File: config.mk
export PLATFORM = sky130hd
export DESIGN_NAME = fb_write_arbiter
export DESIGN_NICKNAME = d
export VERILOG_FILES = /design/src/rtl/fb_pkg.sv /design/src/rtl/fb_addr_calc.sv /design/src/rtl/fb_write_arbiter.sv
export SDC_FILE = /design/constraint.sdc
export NUM_CORES = 1
export LEC_CHECK = 0
export CORE_ASPECT_RATIO = 0.9
export CORE_MARGIN = 5
export CORE_UTILIZATION = 28
export DETAILED_ROUTE_END_ITERATION = 6
export PLACE_DENSITY_LB_ADDON = 0.2
export SETUP_SLACK_MARGIN = 0.5
export SLEW_MARGIN = 5
export SYNTH_ARGS = -nofsm -noshare
export SYNTH_HDL_FRONTEND = slang
export SYNTH_SLANG_ARGS = --single-unit
export TNS_END_PERCENT = 1
File: constraint.sdc
create_clock -name aclk -period 2.3 [get_ports aclk]
set_input_delay 0.23 -clock aclk [delete_from_list [all_inputs] [get_ports aclk]]
set_output_delay 0.23 -clock aclk [all_outputs]
set_load 0.005 [all_outputs]
File: src/rtl/fb_pkg.sv
// Shared constants, types and state encoding for the framebuffer write arbiter.
package fb_pkg;

    localparam int unsigned FB_W      = 320;
    localparam int unsigned FB_H      = 240;
    localparam int unsigned FB_PIXELS = 76800;
    localparam int unsigned AW        = 17;
    localparam int unsigned CW        = 8;

    // Bounds and sweep length at the widths of the signals they are compared with.
    localparam logic [8:0]  FB_W_X      = 9'd320;
    localparam logic [7:0]  FB_H_Y      = 8'd240;
    localparam logic [16:0] FB_PIXELS_A = 17'd76800;

    typedef logic [7:0]  rgb332_t;
    typedef logic [16:0] fb_addr_t;

    typedef enum logic [1:0] {
        IDLE  = 2'd0,
        CLEAR = 2'd1,
        DONE  = 2'd2
    } fb_arb_state_t;

endpackage

File: src/rtl/fb_addr_calc.sv
// Combinational (x,y) -> linear framebuffer address, with an on-screen flag.
// The multiply by 320 is a shift-add: y*320 = (y<<8) + (y<<6).
module fb_addr_calc
    import fb_pkg::*;
(
    input  logic [8:0] x,
    input  logic [7:0] y,
    output fb_addr_t   addr,
    output logic       in_range
);

    fb_addr_t y_ext_s;
    fb_addr_t x_ext_s;

    assign y_ext_s  = {9'd0, y};
    assign x_ext_s  = {8'd0, x};
    assign addr     = (y_ext_s << 8) + (y_ext_s << 6) + x_ext_s;
    assign in_range = (x < FB_W_X) && (y < FB_H_Y);

endmodule

File: src/rtl/fb_write_arbiter.sv
// Framebuffer port-A write arbiter: raster pixel stream vs. hardware clear sweep.
// Pixels write one cycle after their handshake; a clear fills every address
// with one latched colour, then pulses clear_done for one cycle.
// Optional build macro FB_CLIP_COUNT_EN adds a saturating clip_count output.
module fb_write_arbiter
    import fb_pkg::*;
(
    input  logic          aclk,
    input  logic          arstn,
    input  logic          px_valid,
    output logic          px_ready,
    input  logic [8:0]    px_x,
    input  logic [7:0]    px_y,
    input  logic [CW-1:0] px_color,
    input  logic          clear_req,
    input  logic [CW-1:0] clear_color,
    output logic          clear_busy,
    output logic          clear_done,
`ifdef FB_CLIP_COUNT_EN
    output logic [15:0]   clip_count,
`endif
    output logic          fb_wea,
    output logic [AW-1:0] fb_addra,
    output logic [CW-1:0] fb_dina
);

    fb_arb_state_t state_q, state_d;
    fb_addr_t      cnt_q, cnt_d;
    rgb332_t       fill_q, fill_d;
    logic          wea_q, wea_d;
    fb_addr_t      addr_q, addr_d;
    rgb332_t       din_q, din_d;
    logic          busy_q, busy_d;
    logic          done_q, done_d;

    fb_addr_t      px_addr_s;
    logic          px_in_range_s;

    fb_addr_calc u_addr_calc (
        .x        (px_x),
        .y        (px_y),
        .addr     (px_addr_s),
        .in_range (px_in_range_s)
    );

    // Clear has priority over a pixel offered in the same cycle; nothing is accepted in reset.
    assign px_ready = arstn && (state_q == IDLE) && !clear_req;

    // Next-state and next-output logic; the first clear write is set up on the request cycle.
    always_comb begin
        state_d = state_q;
        cnt_d   = cnt_q;
        fill_d  = fill_q;
        wea_d   = 1'b0;
        addr_d  = addr_q;
        din_d   = din_q;
        busy_d  = busy_q;
        done_d  = 1'b0;
        case (state_q)
            IDLE: begin
                if (clear_req) begin
                    state_d = CLEAR;
                    fill_d  = clear_color;
                    cnt_d   = 17'd1;
                    wea_d   = 1'b1;
                    addr_d  = 17'd0;
                    din_d   = clear_color;
                    busy_d  = 1'b1;
                end else if (px_valid) begin
                    wea_d   = px_in_range_s;
                    addr_d  = px_addr_s;
                    din_d   = px_color;
                end else begin
                    wea_d   = 1'b0;
                end
            end
            CLEAR: begin
                if (cnt_q == FB_PIXELS_A) begin
                    state_d = DONE;
                    busy_d  = 1'b0;
                    done_d  = 1'b1;
                end else begin
                    wea_d   = 1'b1;
                    addr_d  = cnt_q;
                    din_d   = fill_q;
                    cnt_d   = cnt_q + 17'd1;
                end
            end
            DONE: begin
                state_d = IDLE;
            end
            default: begin
                state_d = IDLE;
                busy_d  = 1'b0;
            end
        endcase
    end

    // State, sweep counter, fill colour and registered port-A / status outputs.
    always_ff @(posedge aclk or negedge arstn) begin
        if (!arstn) begin
            state_q <= IDLE;
            cnt_q   <= 17'd0;
            fill_q  <= 8'd0;
            wea_q   <= 1'b0;
            addr_q  <= 17'd0;
            din_q   <= 8'd0;
            busy_q  <= 1'b0;
            done_q  <= 1'b0;
        end else begin
            state_q <= state_d;
            cnt_q   <= cnt_d;
            fill_q  <= fill_d;
            wea_q   <= wea_d;
            addr_q  <= addr_d;
            din_q   <= din_d;
            busy_q  <= busy_d;
            done_q  <= done_d;
        end
    end

    assign fb_wea     = wea_q;
    assign fb_addra   = addr_q;
    assign fb_dina    = din_q;
    assign clear_busy = busy_q;
    assign clear_done = done_q;

`ifdef FB_CLIP_COUNT_EN
    logic [15:0] clip_q, clip_d;

    // Count accepted off-screen pixels, saturating; an accepted clear restarts the count.
    always_comb begin
        clip_d = clip_q;
        if ((state_q == IDLE) && clear_req) begin
            clip_d = 16'd0;
        end else if ((state_q == IDLE) && px_valid && !px_in_range_s && (clip_q != 16'hFFFF)) begin
            clip_d = clip_q + 16'd1;
        end else begin
            clip_d = clip_q;
        end
    end

    // Clip counter register.
    always_ff @(posedge aclk or negedge arstn) begin
        if (!arstn) begin
            clip_q <= 16'd0;
        end else begin
            clip_q <= clip_d;
        end
    end

    assign clip_count = clip_q;
`endif

endmodule

After elaboration in Yosys (flattened, before gate mapping)
Index checks and enable logic that the tools add are counted.
- input bits: 37
- register bits: 55
- output and inout port bits: 29
- word-level logic and storage cells: 55
- add/sub/neg operators: 3
- equality and inequality tests: 7
- reduce and logical (&&, ||, !) cells: 11
- $lt $le $gt $ge: 2
- bitwise operators: 1
- muxes and demuxes: 23
- operators by type and width (kind ; number):
    2-to-1 mux 17 bit ; 5
    one-hot mux 17 bit (2 select lines) ; 2
    2-to-1 mux 8 bit ; 3
    adder 16 x 14 -> 17 bit ; 1
    adder 17 x 1 -> 17 bit (second input constant) ; 1
    adder 17 x 9 -> 17 bit ; 1
    equality test 17 bit (second input constant) ; 1
    one-hot mux 8 bit (2 select lines) ; 1
    less-than comparator 9 bit (second input constant) ; 1
    AND reduction 3 bit ; 3
    less-than comparator 8 bit (second input constant) ; 1
    2-to-1 mux 1 bit ; 7
    inequality test 2 bit (second input constant) ; 3
    2-to-1 mux 2 bit ; 2
    one-hot mux 2 bit (2 select lines) ; 1
    AND reduction 2 bit ; 2
    logical AND 1 bit ; 3
    inequality test 3 bit (second input constant) ; 1
    one-hot mux 1 bit (3 select lines) ; 1
    equality test 2 x 1 -> 1 bit (second input constant) ; 1
    equality test 2 bit (second input constant) ; 1
    logical NOT 2 bit ; 1
    one-hot mux 1 bit (2 select lines) ; 1
    nonzero test 2 bit ; 1
    2 further kinds ; 2

Depth between registers and ports, before layout
Gate-level depths: netlist of the first run.
- depth in word-level cells: 5
- gate-level depth with buffers: 10
- depth with buffers taken out: 10

Modules after synthesis
Synthesis of the first run repeated with hierarchy kept, for this count alone.
- cell total of the unflattened synthesis: 358
- area total of the unflattened synthesis: 3379.5 um^2
- modules (own cells, without submodules) (module ; seq. area each (um^2) ; area each (um^2) ; instances ; cells each):
    fb_write_arbiter ; 1376.3 ; 2864.0 ; 1 ; 301
    fb_addr_calc ; 0.0 ; 515.5 ; 1 ; 57

Worst setup path before layout of the first run
Ideal clock, no wire load.
- path kind: in2reg
- from: input px_x[8]
- to: register addr_q[15] (netlist: fb_addra[15])
- arrival: 2.128 ns
- setup slack: 0.094 ns
- stages on the path: 8
- data required time: 2.223 ns
- library setup time: 0.077 ns
- buffers on the path: 0
- path through: inv_1 > fa_1 > fa_1 > nand2b_1 > a21oi_1 > o21ai_0 > o311a_1 > a21oi_1
- longest elaborated chain between the ends: 4
- ends and longest elaborated chain (item ; line ; source):
    start: declaration ; fb_write_arbiter.sv:12 ; input logic [8:0] px_x,
    adder 17 x 9 -> 17 bit ; fb_addr_calc.sv:17 ; assign addr = (y_ext_s << 8) + (y_ext_s << 6) + x_ext_s;
    2-to-1 mux 17 bit ; fb_write_arbiter.sv:69 ; end else if (px_valid) begin
    2-to-1 mux 17 bit ; fb_write_arbiter.sv:61 ; if (clear_req) begin
    one-hot mux 17 bit (2 select lines) ; fb_write_arbiter.sv:59 ; case (state_q)
    end signal: assignment ; fb_write_arbiter.sv:115 ; addr_q <= addr_d;
    end: declaration ; fb_write_arbiter.sv:31 ; fb_addr_t addr_q, addr_d;
No other way between the ends. The select of a mux whose other input is x is not followed.
A chain may end at the register's enable or synchronous reset.

Worst setup path after layout of the first run
- from: input px_y[2]
- to: register addr_q[13] (netlist: fb_addra[13])
- longest elaborated chain between the ends: 5
- ends and longest elaborated chain (item ; line ; source):
    start: declaration ; fb_write_arbiter.sv:13 ; input logic [7:0] px_y,
    adder 16 x 14 -> 17 bit ; fb_addr_calc.sv:17 ;
    adder 17 x 9 -> 17 bit ; fb_addr_calc.sv:17 ;
    2-to-1 mux 17 bit ; fb_write_arbiter.sv:69 ;
    2-to-1 mux 17 bit ; fb_write_arbiter.sv:61 ;
    one-hot mux 17 bit (2 select lines) ; fb_write_arbiter.sv:59 ;
No other way between the ends. The select of a mux whose other input is x is not followed.

==> run summary, run 1 <==
status - completed
Die Span Y - 111.2 um
Max clock buf depth - 2
Die W - 122.5 um
gr usage total - 13.16%
Switching Fraction - 31.59%
Synth top area share - 43.17%
CP arrival - 2150 ps
Net Switching - 1074 uW
initial antenna violation count - 0
Hold Fails Final Rpt - 0
residual DRC count - 0
f_max - 502.7 MHz
top cells by area, synth - dfrtp_1, ha_1, nand2_1
commonest non-fill, non-tap cell in the layout - dfrtp_1
Post-Place Cells - 558
Mapped Area - 3188 sq um
worst r2r path cells - 9
num rows - 37
Slew HR - 50.20%
reg-to-reg critical path startpoint - cnt_q[1]$_DFFE_PN0P_
share of layout cells above drive strength 1 - 24.70%
final non-filler cell total - 577
Skew-Pair Late Insertion Delay - 290 ps
CTS clk-pin slew, worst paths - 70 ps
Wirelength per Cell - 15.55 um
pwr/cell area - 736.7 nW/um^2
Die ar. - 13,620 sq um
RSZ-0062 raised after global routing - yes
static leakage - 0.001934 uW
Int Pwr - 2326 uW
fin crit share - 86.49%
syn_area_per_cell - 9.809 sq um
fin. max-slew vios - 0
maximum VDD drop - 333.9 uV
first-pass GRT wire length - 14,370 um
diodes inserted - 0
worst r2r dst - cnt_q[16]$_DFFE_PN0P_
vias in the first global route - 2,722
WHS - 112.8 ps
Final min period - 1989 ps
root buf cell - clkbuf_16
most frequent cells in the layout - dfrtp_1, clkdlybuf4s50_1, nand2_1, buf_4, nor2_1
crit-path cells - buf_4, inv_2, fa_1, buf_4, fa_2, nand2b_4, a21oi_4, o21ai_2, and3_1, o21ai_2, a31oi_1
area leader, netlist - dfrtp_1
clock skew - 7.792 ps
asr flop ratio synth - 100.0%
Final #Nets - 476
via count - 2,705
Req. time, crit path - 2460 ps
Worst Tran Pin Value - 747.0 ps
final RePlAce weighted congestion - 0.7629
Synth Flop Type - dfrtp_1
grt total ovfl - 0
sequential share of power - 40.8%
Initial Util - 28.22%
FF+latch count, synth - 55
Cell variety after synth - 51
Syn Inst Count - 325
via density per instance - 4.688
drt first pass iters - 4
PortBufs - 65
hold crit path type - input port to asynchronous set/reset pin
Core ar. - 11,300 sq um
syn_nets - 381
Slowest-stage cell, CP - fa_1
Max FO, Critical Path - 3
Fin Setup TNS - 0 ps
Routed Antenna Nets - 0
final setup fails - 0
Total Wirelength - 8975 um
DR iter-0 viols - 148
max cap viols - 0
register area share after synthesis - 43.17%
CTS tree - done
hpwl dp - 6538 um
layout overhead on the synthesized area - 44.78%
Critical Path Sink Type - flop
# hold bufs at CTS - 0
Clock Power Share - 22.6%
clk sinks - 55
largest net degree at the start of global routing - 56
Setup crit start kind - input port
Syn. warnings - 0
Bufs and invs on worst path - 3
FF-to-FF setup slack - 370 ps
Clock H-tree levels - 2
Placement Setup Slack - -455.0 ps
WS Path Type - input port to flop
total CTS buffers - 5
Crit path max-delay family - adder cells
combinational power share - 36.6%
I/O pin count - 66
post-route worst setup slack - 310.7 ps
CP peak stage delay - 420 ps
Post-synth EDFFs - 0
[layer usage]
metal,share of wire (%),global-route usage (%),vias to the layer above
met5,0,0,-
met4,0.61,2.687,0
met3,4.8,2.602,4
met2,49,21.17,47
met1,46,18.34,1315
li1,-,-,1339
[cell families (layout without fill, tap and decap cells)]
family | count (synthesis) | after routing | share of synthesized area, %
fa+ha+maj | 19 | 19 | 7.928
buf+inv | 30 | 126 | 4.631
compound gates | 78 | 78 | 15.15
xor+xnor | 13 | 13 | 3.571
flops | 55 | 55 | 43.17
mux | 18 | 18 | 6.005
simple gates | 112 | 112 | 19.54
[flip-flops by register name (all words and copies together), names as in the netlist]
signal / count
state_q: 2
fb_dina: 8
cnt_q: 17
fb_wea: 1
clear_done: 1
clear_busy: 1
fill_q: 8
fb_addra: 17
[synthesized netlist by cell type, types with 3 or more instances]
cell and instances:
a21oi_1 20, a22oi_1 10, a32oi_1 3, and3_1 3, buf_2 4, buf_6 3, clkbuf_1 5, dfrtp_1 55
ha_1 17, inv_1 14, mux2_2 9, mux2i_1 9, nand2_1 36, nand2b_1 4, nand3_1 7, nand4_1 3
nor2_1 33, o21ai_0 14, o21ai_1 20, or3_1 6, xnor2_1 5, xor2_1 8
[per-stage QoR]
step | cell area [sq um] | util, % | power [uW]
2_1_floorplan | 3206 | - | 1948
3_3_place_gp | 4173 | 36.94 | 2520
3_5_place_dp | 4173 | 36.94 | 2537
4_1_cts | 4479 | 39.65 | 3385
5_1_grt | 4616 | 40.86 | 3629
6_report | 4616 | 40.86 | 3401
[power groups by stage]
stage | clock (uW) | sequential (uW) | combinational, uW
finish | 770 | 1390 | 1240
global route | 822 | 1430 | 1380
CTS | 791 | 1400 | 1200
detailed placement | 0 | 1410 | 1120
global placement | 0 | 1410 | 1110
floorplan | 0 | 1410 | 536
[how the worst max path moves through the flow]
stage	startpoint	end	depth (start not counted)
finish	px_y[2]	fb_addra[13]$_DFFE_PN0P_	11
global route	px_y[2]	fb_addra[13]$_DFFE_PN0P_	11
CTS	cnt_q[1]$_DFFE_PN0P_	cnt_q[16]$_DFFE_PN0P_	9
detailed placement	px_y[2]	fb_addra[14]$_DFFE_PN0P_	11
global placement	px_y[2]	fb_addra[14]$_DFFE_PN0P_	11
floorplan	px_y[2]	fb_addra[12]$_DFFE_PN0P_	9
[repair_timing]
action	CTS	global route
pin swaps	21	12
setup endpoints to repair	35	38
cloned	0	1
setup buffers	5	5
gates resized for setup	46	13
[layout make-up]
class	instances	area (sq um)
clock inverters	2	17.52
inverters	15	56.30
well taps	156	195.2
flip-flops and latches	55	1376
clock buffers	6	128.9
fillers	1119	6680
repair buffers	103	975.9
multi-input cells	240	1866
Note: power is estimated with default switching activity, not from simulation.
==> inputs of run 2 (changes only) <==
MAX_ROUTING_LAYER = met4   (was unset)
==> run summary, run 2 (synthesis gave the netlist of run 1 again) <==
status - completed (unchanged)
WHS - 121.6 ps (was 112.8 ps)
final RePlAce weighted congestion - 0.7730 (was 0.7629)
Total Wirelength - 8999 um (was 8975 um)
gr usage total - 13.59% (was 13.16%)
Req. time, crit path - 2460 ps (about the same)
Wirelength per Cell - 15.60 um (was 15.55 um)
WS Path Type - input port to flop (unchanged)
commonest non-fill, non-tap cell in the layout - dfrtp_1 (unchanged)
Routed Antenna Nets - 0 (unchanged)
Die ar. - 13,620 sq um (unchanged)
Design Area, Final - 4616 sq um (unchanged)
Slowest-stage cell, CP - fa_1 (unchanged)
drt first pass iters - 4 (unchanged)
Worst Tran Pin Value - 751.9 ps (was 747.0 ps)
PortBufs - 65 (unchanged)
Clock H-tree levels - 2 (unchanged)
largest net degree at the start of global routing - 56 (unchanged)
RSZ-0062 raised after global routing - yes (unchanged)
reg-to-reg critical path startpoint - cnt_q[1]$_DFFE_PN0P_ (unchanged)
Post-Place Cells - 558 (unchanged)
static leakage - 0.001934 uW (unchanged)
residual DRC count - 0 (unchanged)
Critical Path Start - px_y[2] (unchanged)
Skew-Pair Late Insertion Delay - 290 ps (about the same)
Max clock buf depth - 2 (unchanged)
share of layout cells above drive strength 1 - 24.70% (unchanged)
Critical Path Sink Type - flop (unchanged)
Multi-input gate area - 1866 sq um (unchanged)
pwr/cell area - 737.7 nW/um^2 (was 736.7 nW/um^2)
via count - 2,705 (unchanged)
Seq. cell area - 1376 sq um (unchanged)
CP peak stage delay - 420 ps (about the same)
f_max - 501.2 MHz (was 502.7 MHz)
I/O pin count - 66 (unchanged)
most frequent cells in the layout - dfrtp_1, clkdlybuf4s50_1, nand2_1, buf_4, nor2_1 (unchanged)
fin crit share - 86.74% (was 86.49%)
Crit path max-delay family - adder cells (unchanged)
hold crit path type - input port to asynchronous set/reset pin (unchanged)
crit-path cells - buf_4, inv_2, fa_1, buf_4, fa_2, nand2b_4, a21oi_4, o21ai_2, and3_1, o21ai_2, a31oi_1 (unchanged)
Die W - 122.5 um (unchanged)
Final #Nets - 476 (unchanged)
Initial Util - 28.22% (unchanged)
final setup fails - 0 (unchanged)
Die Span Y - 111.2 um (unchanged)
CTS clk-pin slew, worst paths - 70 ps (about the same)
DP Area - 4173 sq um (unchanged)
clock skew - 8.571 ps (was 7.792 ps)
Slew HR - 49.87% (was 50.20%)
Bufs and invs on worst path - 3 (unchanged)
Core ar. - 11,300 sq um (unchanged)
Final min period - 1995 ps (was 1989 ps)
initial antenna violation count - 0 (unchanged)
FF-to-FF setup slack - 370 ps (about the same)
Setup crit start kind - input port (unchanged)
root buf cell - clkbuf_16 (unchanged)
filler cell count - 1,119 (unchanged)
maximum VDD drop - 334.1 uV (was 333.9 uV)
max cap viols - 0 (unchanged)
DR iter-0 viols - 155 (was 148)
via density per instance - 4.688 (unchanged)
Max FO, Critical Path - 3 (unchanged)
Placement Setup Slack - -455.0 ps (unchanged)
Hold Fails Final Rpt - 0 (unchanged)
post-route worst setup slack - 305.0 ps (was 310.7 ps)
fin. max-slew vios - 0 (unchanged)
# hold bufs at CTS - 0 (unchanged)
CTS tree - done (unchanged)
diodes inserted - 0 (unchanged)
grt total ovfl - 0 (unchanged)
first-pass GRT wire length - 14,430 um (was 14,370 um)
CP arrival - 2150 ps (about the same)
clk sinks - 55 (unchanged)
final non-filler cell total - 577 (unchanged)
vias in the first global route - 2,710 (was 2,722)
num rows - 37 (unchanged)
layout overhead on the synthesized area - 44.78% (unchanged)
total CTS buffers - 5 (unchanged)
hpwl dp - 6538 um (unchanged)
## run 2: cell counts in the layout (fill, tap and decap cells not counted)
No cell type changed its count.
## run 2: layer usage
| metal | GRT usage (%) | vias to the layer above | wire length [um] |
|---|---|---|---|
| li1 | - | 1339 | - |
| met1 | 18.66 | 1314 | 4190 |
| met2 | 20.99 | 47 | 4320 |
| met3 | 2.602 | 5 | 418 |
| met4 | 2.687 | 0 | 69 |
| met5 | - | - | 0 |
## run 2: stage by stage
stage                     power, uW  TNS, ps  util (%)
after floorplan                1948        0         -
after global placement         2520    -2550     36.94
after detailed placement       2537    -2841     36.94
after CTS                      3385        0     39.65
after global routing           3629        0     40.86
final                          3405        0     40.86
## run 2: power by group
part | total, uW | switching (uW) | leakage (uW) | internal, uW
clock network | 774 | 365 | 0.0000710 | 409
logic | 1240 | 537 | 0.00117 | 706
registers | 1390 | 177 | 0.000694 | 1210
## run 2: worst register-to-register path, delay by kind of cell (launching register included)
kind,cells,cell delay (ps)
buf+inv,2,220
compound gates,1,210
fa+ha+maj,1,180
mux,1,180
flops,1,410
simple gates,4,660
## run 2: path summary, 6_finish.rpt
| check | end | depth (start not counted) |
|---|---|---|
| max | fb_addra[13]$_DFFE_PN0P_ | 11 |
| min | fb_addra[11]$_DFFE_PN0P_ | 2 |
| max reg2reg | cnt_q[16]$_DFFE_PN0P_ | 9 |
| min reg2reg | fb_dina[7]$_DFFE_PN0P_ | 2 |
| max in group asynchronous | fb_addra[15]$_DFFE_PN0P_ | 2 |
| min in group aclk | fb_addra[6]$_DFFE_PN0P_ | 4 |
## run 2: final cells by class
type	instances	share of cell area, %
multi-input cells	240	40.42
flip-flops and latches	55	29.82
repair buffers	103	21.14
well taps	156	4.229
clock buffers	6	2.792
inverters	15	1.220
clock inverters	2	0.3795
## run 2: timing repair
action,CTS,global route
setup buffers,5,5
gates resized for setup,46,13
pin swaps,21,12
endpoints found under the setup margin,35,38
gates cloned,0,1
==> inputs of run 3 (changes only) <==
clock period = 1.9 ns   (was 2.3 ns; I/O delays follow)
==> run summary, run 3 (synthesis gave the netlist of run 1 again) <==
Slew HR - 50.10% (was 49.87%)
hpwl dp - 6691 um (was 6538 um)
Initial Util - 28.22% (unchanged)
FF-to-FF setup slack - 10 ps (was 370 ps)
final setup fails - 5 (was 0)
Hold Fails Final Rpt - 0 (unchanged)
fin. max-slew vios - 0 (unchanged)
share of layout cells above drive strength 1 - 39.26% (was 24.70%)
Design Area, Final - 5140 sq um (was 4616 sq um)
final non-filler cell total - 589 (was 577)
static leakage - 0.002499 uW (was 0.001934 uW)
maximum VDD drop - 426.4 uV (was 334.1 uV)
f_max - 511.7 MHz
I/O pin count - 66 (unchanged)
root buf cell - clkbuf_16 (unchanged)
first-pass GRT wire length - 15,260 um (was 14,430 um)
gr usage total - 14.25% (was 13.59%)
total CTS buffers - 5 (unchanged)
Slowest-stage cell, CP - fa_1 (unchanged)
commonest non-fill, non-tap cell in the layout - dfrtp_1 (unchanged)
Max FO, Critical Path - 3 (unchanged)
hold crit path type - input port to asynchronous set/reset pin (unchanged)
Die ar. - 13,620 sq um (unchanged)
failing checks - setup timing
Final min period - 1954 ps
largest net degree at the start of global routing - 56 (unchanged)
diodes inserted - 0 (unchanged)
clk sinks - 55 (unchanged)
WS Path Type - input port to flop (unchanged)
# hold bufs at CTS - 0 (unchanged)
drt first pass iters - 4 (unchanged)
clock skew - 7.324 ps (was 8.571 ps)
DR iter-0 viols - 132 (was 155)
CTS tree - done (unchanged)
via density per instance - 4.737 (was 4.688)
PortBufs - 65 (unchanged)
Worst Tran Pin Value - 748.5 ps (was 751.9 ps)
initial antenna violation count - 0 (unchanged)
pwr/cell area - 873.2 nW/um^2 (was 737.7 nW/um^2)
num rows - 37 (unchanged)
Routed Antenna Nets - 0 (unchanged)
vias in the first global route - 2,887 (was 2,710)
filler cell count - 1,060 (was 1,119)
Die W - 122.5 um (unchanged)
layout overhead on the synthesized area - 61.22% (was 44.78%)
worst r2r path cells - 9 (unchanged)
DP Area - 4340 sq um (was 4173 sq um)
post-route worst setup slack - -54.13 ps (was 305.0 ps)
grt total ovfl - 0 (unchanged)
Final #Nets - 488 (was 476)
CP arrival - 2120 ps (was 2150 ps)
Core ar. - 11,300 sq um (unchanged)
fin crit share - 102.8%
RSZ-0062 raised after global routing - yes (unchanged)
Max clock buf depth - 2 (unchanged)
final RePlAce weighted congestion - 0.8081 (was 0.7730)
Setup crit start kind - input port (unchanged)
max cap viols - 0 (unchanged)
Die Span Y - 111.2 um (unchanged)
most frequent cells in the layout - dfrtp_1, buf_4, clkdlybuf4s50_1 (was dfrtp_1, clkdlybuf4s50_1, nand2_1, buf_4, nor2_1)
status - finished, violations left (was completed)
Critical Path Sink Type - flop (unchanged)
crit-path cells - buf_8, inv_4, fa_1, buf_6, fa_2, nand2b_4, a21oi_4, o21ai_2, and3_1, o21ai_1, a31oi_1 (was buf_4, inv_2, fa_1, buf_4, fa_2, nand2b_4, a21oi_4, o21ai_2, and3_1, o21ai_2, a31oi_1)
Skew-Pair Late Insertion Delay - 290 ps (about the same)
Clock H-tree levels - 2 (unchanged)
WHS - 83.07 ps (was 121.6 ps)
Total Wirelength - 9231 um (was 8999 um)
Req. time, crit path - 2070 ps (was 2460 ps)
Wirelength per Cell - 15.67 um (was 15.60 um)
CTS clk-pin slew, worst paths - 70 ps (about the same)
residual DRC count - 0 (unchanged)
via count - 2,790 (was 2,705)
Post-Place Cells - 577 (was 558)
CP peak stage delay - 500 ps (was 420 ps)
## run 3: cell types whose count changed in the layout (fill, tap and decap cells not counted), sizes merged
cell           before  now
dlymetal6s2s        2   20
clkdlybuf4s50      54   35
clkdlybuf4s15       2    1
buf                41   55
clkinv              2    0
clkbuf              7    9
## run 3: area by class of cell
cell class              count  area, sq um  area share [%]
flip-flops and latches     55         1376           26.78
multi-input cells         240         2168           42.19
inverters                  15        66.31           1.290
well taps                 156        195.2           3.797
repair buffers            115         1177           22.91
clock buffers               8        156.4           3.043
## run 3: what timing repair did
| action | in CTS | in global routing |
|---|---|---|
| setup endpoints to repair | 57 | 75 |
| pin swaps | 100 | 48 |
| gates cloned | 0 | 0 |
| resized for setup | 149 | 40 |
| setup buffers | 2 | 2 |
## run 3: critical path: cells and delay by family
| kind | cells | cell delay [ps] |
|---|---|---|
| adder cells (fa/ha/maj) | 2 | 880 |
| AND/OR/NAND/NOR | 2 | 330 |
| buffers and inverters | 3 | 250 |
| AO/OA/AOI/OAI | 4 | 450 |
## run 3: routing by layer
layer  vias to the layer above  wire, um  GRT usage [%]
li1                       1366         -              -
met1                      1370      4260          19.05
met2                        46      4507          22.53
met3                         8       354          2.704
met4                         0       109          2.985
met5                         -         0              -
## run 3: final timing paths
kind,start,end
worst max-delay path,px_y[2],fb_addra[13]$_DFFE_PN0P_
max in group asynchronous,arstn,fb_addra[15]$_DFFE_PN0P_
min in group aclk,px_y[0],fb_addra[6]$_DFFE_PN0P_
worst min register to register,fb_addra[11]$_DFFE_PN0P_,fb_addra[11]$_DFFE_PN0P_
worst min-delay path,arstn,fb_addra[9]$_DFFE_PN0P_
worst max register to register,cnt_q[0]$_DFFE_PN0P_,fb_addra[14]$_DFFE_PN0P_
## run 3: stage by stage
| stage | utilization (%) | power, uW | setup TNS (ps) | setup WS, ps |
|---|---|---|---|---|
| after floorplan | - | 2358 | -323.0 | -109.1 |
| after global placement | 38.42 | 3154 | -6889 | -788.9 |
| after detailed placement | 38.42 | 3178 | -6579 | -786.3 |
| after CTS | 44.14 | 4518 | -214.0 | -65.31 |
| after global routing | 45.50 | 4748 | -1084 | -150.8 |
| final | 45.50 | 4488 | -164.8 | -54.13 |
## run 3: report_power, final
part           internal, uW  switching [uW]
clock network           563             407
logic                  1010             770
registers              1470             268
